<file path="config.mk">
export PLATFORM = sky130hd
export DESIGN_NAME = fetch
export DESIGN_NICKNAME = d
export VERILOG_FILES = /design/src/rtl/fetch.sv
export SDC_FILE = /design/constraint.sdc
export NUM_CORES = 1
export LEC_CHECK = 0
export BUFFER_PORTS_ARGS = -buffer_cell sky130_fd_sc_hd__buf_2
export CORE_MARGIN = 2
export CORE_UTILIZATION = 46
export CTS_BUF_LIST = sky130_fd_sc_hd__clkbuf_8
export DETAILED_ROUTE_END_ITERATION = 16
export MAX_ROUTING_LAYER = met4
export PLACE_DENSITY = 0.76
export SLEW_MARGIN = 15
export SYNTH_ARGS = -nofsm -noshare
export SYNTH_HDL_FRONTEND = slang
export SYNTH_SLANG_ARGS = --single-unit
</file>
<file path="constraint.sdc">
create_clock -name aclk -period 2.25 [get_ports aclk]
set_clock_uncertainty 0.05 [all_clocks]
set_input_delay 0.3375 -clock aclk [delete_from_list [all_inputs] [get_ports aclk]]
set_output_delay 0.3375 -clock aclk [all_outputs]
set_load 0.02 [all_outputs]
</file>
<file path="src/rtl/fetch.sv">
// Instruction fetch stage: owns the PC, issues single-beat instruction reads and
// presents {pc, ir} on a registered stream output; redirects kill stale responses.
module fetch #(
    parameter logic [31:0] RESET_ADDR = 32'h0000_0000
) (
    input  logic        aclk,
    input  logic        areset,
    input  logic        redirect,
    input  logic [31:0] target,
    output logic        ar_valid,
    input  logic        ar_ready,
    output logic [31:0] ar_addr,
    input  logic        r_valid,
    output logic        r_ready,
    input  logic [31:0] r_data,
    input  logic [1:0]  r_resp,
    output logic        tvalid,
    input  logic        tready,
    output logic [63:0] tdata,
    output logic        misaligned,
    output logic        bus_error
);
    // Handshakes: a transfer happens on a rising edge where valid and ready are both 1;
    // a producer holds valid and its payload stable until that transfer completes.
    typedef enum logic [1:0] {IDLE, REQ, WAIT, HALT} state_t;

    state_t      state, state_next;
    logic [31:0] pc, pc_next;
    logic [31:0] addr_q, addr_next;
    logic        kill, kill_next;
    logic        halt_pend, halt_pend_next;
    logic        tvalid_next;
    logic [63:0] tdata_next;
    logic        mis_next, berr_next;
    logic        redir_ok, redir_bad, ar_hs, r_hs;

    assign redir_ok  = redirect && (target[1:0] == 2'b00) && (state != HALT);
    assign redir_bad = redirect && (target[1:0] != 2'b00) && (state != HALT);
    assign ar_valid  = (state == REQ);
    assign ar_addr   = addr_q;
    assign r_ready   = (state == WAIT) && (!tvalid || tready);
    assign ar_hs     = ar_valid && ar_ready;
    assign r_hs      = r_valid && r_ready;

    always_comb begin
        state_next     = state;
        pc_next        = pc;
        kill_next      = kill;
        halt_pend_next = halt_pend;
        tvalid_next    = tvalid && !tready;
        tdata_next     = tdata;
        mis_next       = misaligned;
        berr_next      = bus_error;
        addr_next      = addr_q;

        case (state)
            IDLE: state_next = redir_bad ? HALT : REQ;
            REQ: begin
                if (ar_hs) state_next = WAIT;
                // The request already presented must still complete; its data is stale.
                if (redir_ok || redir_bad) kill_next = 1'b1;
            end
            WAIT: begin
                if (r_hs) begin
                    kill_next = 1'b0;
                    if (redir_ok || redir_bad || kill) begin
                        state_next = (redir_bad || halt_pend) ? HALT : REQ;
                    end else if (r_resp != 2'b00) begin
                        berr_next  = 1'b1;
                        state_next = HALT;
                    end else begin
                        tvalid_next = 1'b1;
                        tdata_next  = {pc, r_data};
                        pc_next     = pc + 32'd4;
                        state_next  = REQ;
                    end
                end else if (redir_ok || redir_bad) begin
                    kill_next = 1'b1;
                end
            end
            HALT: state_next = HALT;
            default: state_next = IDLE;
        endcase

        if (redir_ok) begin
            pc_next     = target;
            tvalid_next = 1'b0;
        end
        if (redir_bad) begin
            mis_next       = 1'b1;
            tvalid_next    = 1'b0;
            halt_pend_next = 1'b1;
        end

        // Latch the address only on entry to REQ so it cannot move under a pending request.
        if (state_next == REQ && state != REQ) addr_next = pc_next;
    end

    always_ff @(posedge aclk) begin
        if (areset) begin
            state      <= IDLE;
            pc         <= RESET_ADDR;
            addr_q     <= RESET_ADDR;
            kill       <= 1'b0;
            halt_pend  <= 1'b0;
            tvalid     <= 1'b0;
            tdata      <= 64'd0;
            misaligned <= 1'b0;
            bus_error  <= 1'b0;
        end else begin
            state      <= state_next;
            pc         <= pc_next;
            addr_q     <= addr_next;
            kill       <= kill_next;
            halt_pend  <= halt_pend_next;
            tvalid     <= tvalid_next;
            tdata      <= tdata_next;
            misaligned <= mis_next;
            bus_error  <= berr_next;
        end
    end
endmodule

</file>
==> out/results.ini <==
[outcome]
status = finished clean

[logic_synthesis]
postSynthNetCount = 760
synthArstFlopShare_pct = 0
synth_area_um2 = 5610
ys_ff_latch = 134
ys_seq_area_share_pct = 47.8
yosys_warnings = 0
syn_area_per_cell_um2 = 8.21
synthFlopType = dfxtp_1
synth.distinct_cells = 47
synth_edf_count = 0
netlist_instances = 683

[setup_path]
critPathCaptureType = flip-flop
endpoint = ar_addr[23]
critical_path.startpoint = state[1]
cp_top_family = compound AO/OA/AOI/OAI gates
slowest_delay_ps = 550
critPathLaunchType = flip-flop
arrival_ps = 2460
r2r_start = state[1]
crit_path_cell_trace = ha_4, or4b_4, o21ai_1, a211o_1, a31o_4, buf_12, buf_4, o32ai_1
critPathBufInv = 2
required_ps = 2520
r2r_end = ar_addr[23]
path_max_fanout = 7
path_class = flip-flop to flip-flop
reg2reg_depth = 8
crit_cells = 8
slowest_stage = or4b_4
r2r_slack_ps = 60

[timing]
fmax_mhz = 457
post-route-min-period_ps = 2190
setup_viol = 0
rsz0062_at_grt = yes
finalHoldViolCount = 0
drv_slew = 0
relSlewSlack_pct = 73.0
worstMarginPinSlew_ps = 404
fin_crit_sh_pct = 97.2

[detailed_routing]
viasPerCell = 5.43
vias = 5684
wl_um = 16500
drt_iter0_markers = 383
wl_per_cell_um = 15.8
route.detailed.drc = 0
antenna_left = 0
firstDrtPassIters = 4

[clock_tree]
cts_buffer_depth = 2
insertion_delay_ps = 440
cts_sinks = 134
cts_max_level = 4
cts_buffers = 17
cts_tree = yes
cts_root_buf = clkbuf_8
clk_pin_slew_worst_paths_ps = 80

[flow_run]
drv_cap = 0

[hold_path]
min_path_type = input pin to flip-flop

[pwr]
power_leakage_nw = 3.35
p_int_mw = 4.59
total_power_mw = 6.62
power.density_nw_per_um2 = 864
switching_share_pct = 30.6
netSwitchingPower_mw = 2.03
p_clk_share_pct = 33.9
p_comb_share_pct = 25.9
irDropWorstVdd_mv = 0.579
p_seq_share_pct = 40.2

[placed_design]
dp_hpwl_um = 11800
dpl-instance-area_um2 = 7040
port_buffers = 172
gp_congestion = 0.971

[floorplanning]
die_area_um2 = 13100
start_util_pct = 46.9
coreArea_um2 = 12000
die_x_um = 114
num_rows = 40
die_h_um = 114
io-pin-count = 173

[finish]
area_delta_synth_final_pct = 36.5
drive_gt1_share_pct = 33.9
fin_nets = 962
final_cell_mix = 171 x buf_2, 147 x nand2_1, 129 x dfxtp_1
final_common_cell = buf_2
fill_cells = 1041
fin_area_um2 = 7660
ff_latch_area_um2 = 2690
multi_input_area_um2 = 2880

[global_routing]
grt_max_degree = 51
antenna_found_initial = 1
gr-total-overflow = 0
grt_pass1_vias = 5111
grt_pass1_wl_um = 25500
grt_util_all_layers_pct = 25.6

==> Yosys cell counts (all sizes together) (2+ instances only) <==
cell type | count | area share, %
nor2b | 3 | 0.33
nor4 | 11 | 1.2
or3 | 4 | 0.54
o22ai | 8 | 0.89
or4 | 3 | 0.40
buf | 12 | 1.1
inv | 9 | 0.60
and2 | 4 | 0.45
a21oi | 73 | 6.5
a31o | 5 | 0.78
o21ai | 9 | 0.80
o31ai | 4 | 0.54
nand2 | 149 | 10
dfxtp | 134 | 48
nand2b | 17 | 1.9
a31oi | 2 | 0.22
nand3 | 17 | 1.5
nor3b | 18 | 2.4
ha | 5 | 1.1
and3 | 5 | 0.56
o32ai | 5 | 0.78
or2 | 2 | 0.22
xor2 | 9 | 1.4
and4 | 4 | 0.62
a21o | 18 | 2.4
a211oi | 16 | 2.1
mux2i | 5 | 0.89
a311oi | 3 | 0.47
nor2 | 47 | 3.1
clkbuf | 34 | 2.3
xnor2 | 9 | 1.4
nor3 | 16 | 1.5
nand4 | 14 | 1.6
==> cell type report <==
cell class,count,area share (%)
diodes,1,0.0327
clock buffers,17,3.06
clock inverters,15,2.76
inverters,9,0.474
multi-input cells,494,37.6
flip-flops and latches,134,35.2
well taps,147,2.40
repair buffers,229,18.5
==> worst min path at each step <==
stage	to	cells after the start	start	slack, ps
2_1_floorplan	tdata[32]	2	pc[0]	380
3_3_place_gp	tdata[32]	2	pc[0]	390
3_5_place_dp	tdata[11]	2	tdata[11]	390
4_1_cts	tdata[2]	3	r_data[2]	60
5_1_grt	tdata[2]	3	r_data[2]	60
6_report	tdata[2]	3	r_data[2]	80
==> power groups by stage <==
stage	Combinational (mW)	Clock, mW	Sequential [mW]
detailed placement	1.45	0	2.71
CTS	1.46	2.28	2.66
floorplan	0.805	0	2.82
global placement	1.44	0	2.71
finish	1.71	2.24	2.66
global route	1.83	2.39	2.68
==> kinds of logic (layout without fill, tap and decap cells) <==
group | after synthesis | in the layout | share of synthesized area [%]
other cells | 0 | 1 | 0
flops | 134 | 134 | 47.8
fa+ha+maj | 5 | 5 | 1.12
mux | 5 | 5 | 0.892
buf+inv | 55 | 270 | 4.02
compound gates | 149 | 149 | 16.4
simple gates | 317 | 317 | 26.9
xor+xnor | 18 | 18 | 2.81
==> per-layer routing <==
| layer | GRT usage (%) | part of all wire, % |
|---|---|---|
| met5 | - | 0 |
| met4 | 8.54 | 2.1 |
| met3 | 6.09 | 7.1 |
| met2 | 37.2 | 44 |
| met1 | 35.1 | 47 |
==> repair_timing <==
action,CTS,global route
endpoints found under the setup margin,2,28
gates cloned,0,1
buffers inserted,0,3
resized for setup,2,24
pin swaps,0,1
hold buffers,0,0
==> state kept, by name, indices dropped and copies added, names as in the netlist <==
signal and flops:
halt_pend 1, state 2, ar_addr 32, kill 1, tdata 64, tvalid 1, bus_error 1, pc 32
==> worst min-delay path: cells and delay by family <==
kind	cells	cell delay, ps
compound gates	1	50
buf+inv	1	90
simple gates	1	40
==> stage by stage <==
step	utilization [%]	std cells	setup TNS, ps	setup WS (ps)	hold slack (ps)
floorplan	-	683	-46.5	-27.1	377
global placement	58.9	1009	0	29.6	388
detailed placement	58.9	1009	-10.2	-10.2	394
CTS	62.7	1041	0	22.2	59.3
global route	64.0	1046	-62.8	-26.8	56.4
finish	64.0	1046	0	62.9	81.5
Note: power is estimated with default switching activity, not from simulation.
